===== src/rtl/mixer_pkg.sv =====
// Shared definitions for the VGA layer mixer: RGB565 field map, transparency key,
// flash-state encoding and the saturating brighten helper.
package mixer_pkg;

  localparam logic [15:0] TRANSPARENT_KEY = 16'hFFF0;

  localparam int R_MSB = 15;
  localparam int R_LSB = 12;
  localparam int G_MSB = 10;
  localparam int G_LSB = 7;
  localparam int B_MSB = 4;
  localparam int B_LSB = 1;

  localparam logic [3:0] FLASH_BOOST = 4'd4;

  typedef enum logic {
    IDLE  = 1'b0,
    FLASH = 1'b1
  } flash_state_e;

  function automatic logic [3:0] boost_chan(input logic [3:0] chan);
    logic [4:0] sum;
    sum = {1'b0, chan} + {1'b0, FLASH_BOOST};
    return sum[4] ? 4'hF : sum[3:0];
  endfunction

endpackage


===== src/rtl/sync_delay_line.sv =====
// Enable-gated shift register used to delay the timing-generator syncs and the
// active flag; each bit has its own reset value so syncs can idle high.
module sync_delay_line #(
  parameter int              WIDTH   = 1,
  parameter int              DEPTH   = 1,
  parameter logic [WIDTH-1:0] RST_VAL = '0
) (
  input  logic             clk_i,
  input  logic             rst_i,
  input  logic             pixel_en_i,
  input  logic [WIDTH-1:0] data_i,
  output logic [WIDTH-1:0] data_o
);

  logic [WIDTH-1:0] stage_q [DEPTH];

  always_ff @(posedge clk_i) begin
    if (rst_i) begin
      for (int i = 0; i < DEPTH; i++) stage_q[i] <= RST_VAL;
    end else if (pixel_en_i) begin
      stage_q[0] <= data_i;
      for (int i = 1; i < DEPTH; i++) stage_q[i] <= stage_q[i-1];
    end
  end

  assign data_o = stage_q[DEPTH-1];

endmodule


===== src/rtl/vga_layer_mixer.sv =====
// Priority mixer of RGB565 layers onto a 4:4:4 VGA DAC with matched sync delay.
// Optional hit-flash effect (IDLE/FLASH FSM) is built only with MIXER_HIT_FLASH_EN.
module vga_layer_mixer
  import mixer_pkg::*;
#(
  parameter int          NUM_LAYERS      = 4,
  parameter int          PIPE_DELAY      = 2,
  parameter logic [15:0] TRANSPARENT_KEY = mixer_pkg::TRANSPARENT_KEY,
  parameter logic [15:0] BG_COLOR        = 16'h0000,
  parameter int          FLASH_FRAMES    = 8
) (
  input  logic                    OriginalClk,
  input  logic                    Reset,
  input  logic                    PixelEn,
  input  logic                    HSyncIn,
  input  logic                    VSyncIn,
  input  logic                    ActiveIn,
  input  logic [NUM_LAYERS*16-1:0] LayerData,
  input  logic                    HitFlash,
  output logic [3:0]              VgaR,
  output logic [3:0]              VgaG,
  output logic [3:0]              VgaB,
  output logic                    HSyncOut,
  output logic                    VSyncOut,
  output logic                    FrameStart,
  output logic [7:0]              FrameCount
);

  // The line covers PIPE_DELAY stages (aligned with LayerData); the output
  // register below supplies the final stage, shared with the colour register.
  logic hs_dly, vs_dly, act_dly;

  sync_delay_line #(
    .WIDTH   (3),
    .DEPTH   (PIPE_DELAY),
    .RST_VAL (3'b110)
  ) u_sync_delay (
    .clk_i      (OriginalClk),
    .rst_i      (Reset),
    .pixel_en_i (PixelEn),
    .data_i     ({HSyncIn, VSyncIn, ActiveIn}),
    .data_o     ({hs_dly, vs_dly, act_dly})
  );

  logic [15:0] pix_d;

  always_comb begin
    pix_d = BG_COLOR;
    for (int k = NUM_LAYERS - 1; k >= 0; k--) begin
      if (LayerData[16*k +: 16] != TRANSPARENT_KEY) pix_d = LayerData[16*k +: 16];
    end
  end

  logic       flash_on;
  logic [3:0] r_d, g_d, b_d;

  always_comb begin
    r_d = 4'h0;
    g_d = 4'h0;
    b_d = 4'h0;
    if (act_dly) begin
      r_d = pix_d[R_MSB:R_LSB];
      g_d = pix_d[G_MSB:G_LSB];
      b_d = pix_d[B_MSB:B_LSB];
      if (flash_on) begin
        r_d = boost_chan(pix_d[R_MSB:R_LSB]);
        g_d = boost_chan(pix_d[G_MSB:G_LSB]);
        b_d = boost_chan(pix_d[B_MSB:B_LSB]);
      end
    end
  end

  logic       frame_fall;
  logic [3:0] r_q, g_q, b_q;
  logic       hs_q, vs_q, fs_q;
  logic [7:0] fc_q;

  assign frame_fall = PixelEn && vs_q && !vs_dly;

  // FrameStart clears on every clock so it stays one OriginalClk wide even
  // when PixelEn drops right after the VSync fall.
  always_ff @(posedge OriginalClk) begin
    if (Reset) begin
      r_q  <= 4'h0;
      g_q  <= 4'h0;
      b_q  <= 4'h0;
      hs_q <= 1'b1;
      vs_q <= 1'b1;
      fs_q <= 1'b0;
      fc_q <= 8'd0;
    end else begin
      fs_q <= frame_fall;
      if (PixelEn) begin
        r_q  <= r_d;
        g_q  <= g_d;
        b_q  <= b_d;
        hs_q <= hs_dly;
        vs_q <= vs_dly;
        if (frame_fall) fc_q <= fc_q + 8'd1;
      end
    end
  end

`ifdef MIXER_HIT_FLASH_EN
  localparam logic [7:0] FLASH_LOAD = 8'(FLASH_FRAMES);

  flash_state_e state_q;
  logic [7:0]   frames_left_q;

  // A new hit always reloads, including on the frame that would expire the flash.
  always_ff @(posedge OriginalClk) begin
    if (Reset) begin
      state_q       <= IDLE;
      frames_left_q <= 8'd0;
    end else begin
      case (state_q)
        IDLE: begin
          if (HitFlash) begin
            state_q       <= FLASH;
            frames_left_q <= FLASH_LOAD;
          end
        end
        FLASH: begin
          if (HitFlash) begin
            frames_left_q <= FLASH_LOAD;
          end else if (frame_fall) begin
            if (frames_left_q == 8'd1) begin
              state_q       <= IDLE;
              frames_left_q <= 8'd0;
            end else begin
              frames_left_q <= frames_left_q - 8'd1;
            end
          end
        end
        default: begin
          state_q       <= IDLE;
          frames_left_q <= 8'd0;
        end
      endcase
    end
  end

  assign flash_on = (state_q == FLASH);
`else
  logic unused_hit_flash;
  assign unused_hit_flash = HitFlash;
  assign flash_on = 1'b0;
`endif

  logic [3:0] unused_pix_bits;
  assign unused_pix_bits = {pix_d[11], pix_d[6:5], pix_d[0]};

  assign VgaR       = r_q;
  assign VgaG       = g_q;
  assign VgaB       = b_q;
  assign HSyncOut   = hs_q;
  assign VSyncOut   = vs_q;
  assign FrameStart = fs_q;
  assign FrameCount = fc_q;

endmodule


===== config.mk =====
export PLATFORM = sky130hd
export DESIGN_NAME = vga_layer_mixer
export DESIGN_NICKNAME = d
export VERILOG_FILES = /design/src/rtl/mixer_pkg.sv /design/src/rtl/sync_delay_line.sv /design/src/rtl/vga_layer_mixer.sv
export SDC_FILE = /design/constraint.sdc
export NUM_CORES = 1
export LEC_CHECK = 0
export ABC_CLOCK_PERIOD_IN_PS = 4400
export CAP_MARGIN = 10
export CORE_MARGIN = 5
export CORE_UTILIZATION = 66
export CTS_CLUSTER_SIZE = 16
export DETAILED_ROUTE_END_ITERATION = 8
export DONT_BUFFER_PORTS = 1
export HOLD_SLACK_MARGIN = 0.05
export PLACE_DENSITY = 0.82
export SYNTH_ARGS = -nofsm -noshare
export SYNTH_HDL_FRONTEND = slang
export SYNTH_SLANG_ARGS = --single-unit
export TNS_END_PERCENT = 1

===== constraint.sdc =====
create_clock -name OriginalClk -period 4.4 [get_ports OriginalClk]
set_input_delay 0.66 -clock OriginalClk [delete_from_list [all_inputs] [get_ports OriginalClk]]
set_output_delay 0.66 -clock OriginalClk [all_outputs]
set_load 0.02 [all_outputs]

==> results.txt, run 1 <==
maximum number of pins on one net before global-route repair: 14
post-CTS resize count: 0
period utilization: 55.2%
die area: 0.00324 mm^2
gr ovfl total: 0
max_cap viols: 0
Yosys reg bits: 29
stages on the worst setup path: 5
maximum root-to-sink buffer count: 2
CTS H-tree depth: 2
Req. time, crit path: 4.65 ns
Core Region: 0.00215 mm^2
initial antenna violation count: 0
CTS clk-pin slew, worst paths: 0.10 ns
final worst slack: 1.97 ns
crit start category: input port
CP peak stage delay: 0.68 ns
RSZ-0062 raised after global routing: no
pre-CTS worst setup slack: 1.70 ns
Final Skew: 0.00849 ns
WL/cell: 20.1 um
Max Clk Rate: 0.412 GHz
Worst VDD drop: 0.000231 V
FF-to-FF End: FrameCount[7]$_SDFFE_PP0P_
final total power: 479 uW
CTS Hold Buffers Added: 0
DR iter-0 viols: 68
die width: 56.9 um
CP Class: input port to flop
worst rel slew slack: 43.8%
# IOs: 94
Final Hold Fails: 0
Detail Route Antenna Nets: 0
layout cells sized above 1: 9.03%
CP bufs+invs: 0
dpl cells: 175
average size of a mapped cell: 9.49 um^2
CTS Sinks: 29
DR vias: 1259
Syn-to-layout area delta: 3.45%
std cell rows: 17
Placer Congestion: 0.904
drt via density: 6.88
Least-Margin Pin Slew: 0.840 ns
DP HPWL: 2940 um
worst skew pair latency: 0.32 ns
slowest CP cell: or4_1
crit end category: flop
flop-to-flop setup slack: 2.96 ns
total CTS buffers: 5
Slew Viols, Final: 0
setup_tns: 0 ns
Layout Cells excl Fill: 183
WL final: 3680 um
Remaining DRCs: 0
worst setup path start: LayerData[32]
status: completed
Synth cell types: 39
Die Height: 56.9 um
postcts setup bufs: 0
All-Layer GR Usage: 23.5%
reg2reg start: VSyncOut$_SDFFE_PP1P_
Starting Density: 67.6%
Final min period: 2.43 ns
CP Max Fanout: 11
crit path capture: VgaG[0]$_SDFFE_PP0P_
register area share after synthesis: 44.1%
Pre-Repair DR Iteration Count: 4
clk root buf: clkbuf_4
CTS tree: yes
Yosys Warn Count: 0
Worst EP arrival: 2.68 ns
global-route wire length before repair: 5820 um
CP delay by family, top: simple AND/OR/NAND/NOR gates
Lkg Pwr: 0.495 nW
Syn Std Cell Area: 0.00145 mm^2
port buffer count: 0
nets: 226
Final setup viols: 0
vias in the first global route: 1324
Pwr Density: 319 mW/mm^2
Post-Synthesis Cells: 153
syn nets: 225
r2r worst-path depth: 5
HP Class: input port to flop
worst-path cell chain: or4b_1 -> or4_1 -> nor2_2 -> a221oi_1 -> o21ai_0
antenna cells: 0
where the power goes:
group	switching (mW)	total [mW]	internal (mW)
sequential	0.0100	0.290	0.280
combinational	0.0112	0.0217	0.0105
clock	0.0892	0.168	0.0788
layer usage:
layer | vias to the layer above | global-route usage, % | wire length, um
met5 | - | 0 | 0
met1 | 574 | 25.4 | 1310
met4 | 0 | 10.9 | 109
met2 | 77 | 38.3 | 1760
li1 | 593 | - | -
met3 | 15 | 11.3 | 498
cell type report:
type                            instances  area (um^2)
Multi-Input combinational cell        116          759
Fill cell                             182          647
Sequential cell                        29          641
Clock buffer                            8         58.8
Tap cell                               28         35.0
Inverter                                2         7.51
flip-flops by register name, indices dropped and copies added (netlist names):
signal / flops
VgaB: 4
FrameStart: 1
u_sync_delay.stage_q: 6
FrameCount: 8
HSyncOut: 1
VgaR: 4
VgaG: 4
VSyncOut: 1
synthesized netlist by cell type:
master	count	area share, %
or4_1	2	1.0
a221oi_1	8	4.8
or4b_1	2	1.4
nand2_2	1	0.43
nor2_1	11	2.8
nand3_1	3	1.0
nand2_1	14	3.6
or4b_2	2	1.4
and2_2	1	0.52
and3_1	1	0.43
nor4_4	1	1.5
a21o_2	2	1.2
o21ai_0	2	0.69
ha_1	1	0.86
xor2_1	6	3.6
dlygate4sd3_1	1	0.69
a21oi_1	2	0.69
nor2_2	1	0.43
a211o_1	2	1.2
clkbuf_1	3	0.78
o211ai_1	9	4.7
nor4_1	2	0.86
nand4b_1	4	2.4
o21bai_1	1	0.52
buf_6	2	1.6
a22oi_1	3	1.6
and2_1	2	0.86
inv_1	2	0.52
a21o_1	1	0.52
a31oi_1	3	1.3
nand4_1	10	4.3
dfxtp_1	23	32
edfxtp_1	6	12
nor2b_1	2	0.86
xnor2_1	1	0.60
and2b_1	1	0.52
nand2b_1	4	1.7
o21ai_1	10	3.4
nand3b_1	1	0.52
per-stage QoR:
step | hold WS [ns] | area (um^2) | util, %
finish | 0.399 | 1500 | 69.9
CTS | 0.382 | 1500 | 69.9
floorplan | 0.433 | 1450 | -
detailed placement | 0.440 | 1440 | 67.2
global route | 0.368 | 1500 | 69.9
global placement | 0.437 | 1440 | 67.2
cell usage in the layout (no fill, tap or decap), types with 4 or more instances in the layout:
cell type   n
nand2b_1    4
edfxtp_1    6
nand4b_1    4
nand4_1    10
a221oi_1    8
clkbuf_4    5
xor2_1      6
o211ai_1    9
nand2_1    14
nor2_1     11
o21ai_1    10
dfxtp_1    23
cell families (layout without fill, tap and decap cells):
kind of cell,count (synthesis),in the layout,share of synthesized area [%]
xor+xnor,7,7,4.22
simple gates,65,65,26.6
flops,29,29,44.1
compound gates,43,43,20.6
fa+ha+maj,1,1,0.862
buf+inv,8,10,3.53
worst register-to-register path: stages, from the launching register on:
cell and delay, ns:
dfxtp_1 0.49, nand3b_1 0.22, nor2_1 0.27, nand3_1 0.12, xor2_1 0.16, nor2_1 0.11
how the worst min path moves through the flow:
stage / start / end / depth (start not counted)
global route: Reset / FrameCount[1]$_SDFFE_PP0P_ / 1
global placement: u_sync_delay.stage_q[0][5]$_SDFFCE_PN1P_ / HSyncOut$_SDFFE_PP1P_ / 1
finish: Reset / FrameCount[1]$_SDFFE_PP0P_ / 1
floorplan: u_sync_delay.stage_q[0][5]$_SDFFCE_PN1P_ / HSyncOut$_SDFFE_PP1P_ / 1
detailed placement: u_sync_delay.stage_q[0][5]$_SDFFCE_PN1P_ / HSyncOut$_SDFFE_PP1P_ / 1
CTS: Reset / FrameCount[1]$_SDFFE_PP0P_ / 1
Power figures use the tool's default switching activity.
==> inputs of run 2 (changes only) <==
ABC_CLOCK_PERIOD_IN_PS = 2000   (was 4400)
CORE_UTILIZATION = 55   (was 66)
PLACE_DENSITY = 0.73   (was 0.82)
clock period = 2 ns   (was 4.4 ns; I/O delays follow)
==> results.txt, run 2 (same netlist as run 1, synthesis figures left out) <==
status: completed
pre-CTS worst setup slack: -0.202 ns
Final min period: 1.92 ns
Hold Crit Endpoint: HSyncOut$_SDFFE_PP1P_
CTS H-tree depth: 2
CTS tree: yes
reg2reg start: VSyncOut$_SDFFE_PP1P_
Worst EP arrival: 2.15 ns
drt via density: 6.59
Pre-Repair DR Iteration Count: 4
Final Hold Fails: 0
vias in the first global route: 1309
FF-to-FF End: FrameCount[5]$_SDFFE_PP0P_
flop-to-flop setup slack: 0.59 ns
Reg area: 641 um^2
WL final: 3750 um
grt met2 use: 36.6%
Core Region: 0.00250 mm^2
nets: 232
max_cap viols: 0
Final Util: 61.8%
total CTS buffers: 5
CP Max Fanout: 11
RSZ-0062 raised after global routing: no
most frequent cells in the layout: dfxtp_1 (23), nand2_1 (14), nor2_1 (11), nand4_1 (10), o21ai_1 (10)
Largest register FFs: 8
DR iter-0 viols: 78
grt peak-use layer: met2
Final Instance Area: 0.00154 mm^2
GR Util met1: 22.1%
WL/cell: 19.6 um
final worst slack: 0.0775 ns
maximum number of pins on one net before global-route repair: 14
# IOs: 94
Post-DP Area: 0.00148 mm^2
worst-path cell chain: or4b_1 -> or4_1 -> nor2_2 -> a221oi_1 -> o21ai_0
Lkg Pwr: 0.523 nW
global-route wire length before repair: 5640 um
Remaining DRCs: 0
slowest CP cell: or4_1
CTS Sinks: 29
Req. time, crit path: 2.23 ns
Slew Viols, Final: 0
gr ovfl total: 0
r2r worst-path depth: 5
clk root buf: clkbuf_4
Final setup viols: 0
Final Skew: 0.00784 ns
All-Layer GR Usage: 20.6%
crit start category: input port
CTS Hold Buffers Added: 1
post-CTS resize count: 0
Detail Route Antenna Nets: 0
std cell rows: 18
die width: 61.4 um
most common cell after layout, fill and taps aside: dfxtp_1
DR vias: 1259
initial antenna violation count: 0
postcts setup bufs: 0
area of the multi-input gates: 759 um^2
CP peak stage delay: 0.57 ns
Syn-to-layout area delta: 6.38%
DP HPWL: 3060 um
Max Clk Rate: 0.520 GHz
Pwr Density: 660 mW/mm^2
dpl cells: 182
worst skew pair latency: 0.32 ns
worst rel slew slack: 70.6%
layout cells sized above 1: 12.4%
Starting Density: 58.1%
fill cell count: 227
antenna cells: 0
Placer Congestion: 0.843
HP Class: input port to flop
period utilization: 96.1%
Worst VDD drop: 0.000721 V
Least-Margin Pin Slew: 0.439 ns
global routing usage on met3: 9.22%
Layout Cells excl Fill: 191
worst hold path depth: 1
crit end category: flop
CP delay by family, top: simple AND/OR/NAND/NOR gates
final total power: 1.02 mW
CTS clk-pin slew, worst paths: 0.09 ns
die area: 0.00377 mm^2
port buffer count: 0
maximum root-to-sink buffer count: 2
CP Class: input port to flop
Die Height: 61.4 um
CP bufs+invs: 0
hold path startpoint: Reset
==> run 2: power by group <==
group	total [mW]	switching [mW]	internal, mW
Clock	0.329	0.195	0.134
Sequential	0.637	0.0221	0.615
Combinational	0.0530	0.0274	0.0256
Total	1.02	0.245	0.774
==> run 2: layout make-up <==
cell class / count / share of cell area [%]
Clock buffer: 6 / 2.67
Clock inverter: 2 / 0.648
Inverter: 2 / 0.486
Multi-Input combinational cell: 116 / 49.2
Sequential cell: 29 / 41.5
Tap cell: 30 / 2.43
Timing Repair Buffer: 6 / 3.08
==> run 2: how the worst max path moves through the flow <==
stage / from / end / slack [ns] / cells after the start
finish: LayerData[32] / VgaG[0]$_SDFFE_PP0P_ / 0.08 / 5
global route: LayerData[32] / VgaG[0]$_SDFFE_PP0P_ / 0.06 / 5
CTS: LayerData[32] / VgaG[0]$_SDFFE_PP0P_ / 0.12 / 5
detailed placement: LayerData[32] / VgaG[0]$_SDFFE_PP0P_ / -0.20 / 5
global placement: LayerData[32] / VgaG[3]$_SDFFE_PP0P_ / -0.11 / 5
floorplan: LayerData[16] / VgaG[0]$_SDFFE_PP0P_ / 0.05 / 5
==> run 2: worst register-to-register path, cell delays in order, from the launching register on <==
cell	delay, ns
dfxtp_1	0.49
nand3b_1	0.22
nor2_1	0.26
nand3_1	0.13
xor2_1	0.16
nor2_1	0.05
==> run 2: metrics by stage <==
stage,hold WS [ns],setup TNS (ns)
after global placement,0.372,-0.908
after global routing,0.0668,0
after floorplan,0.399,0
final,0.0840,0
after CTS,0.0700,0
after detailed placement,0.375,-1.42
==> run 2: layer usage <==
metal  part of all wire [%]  vias to the layer above  wire length, um
met5                      0                        -                0
li1                       -                      602                -
met2                     49                       71             1850
met1                     36                      580             1340
met3                     13                        6              501
met4                    1.3                        0               49
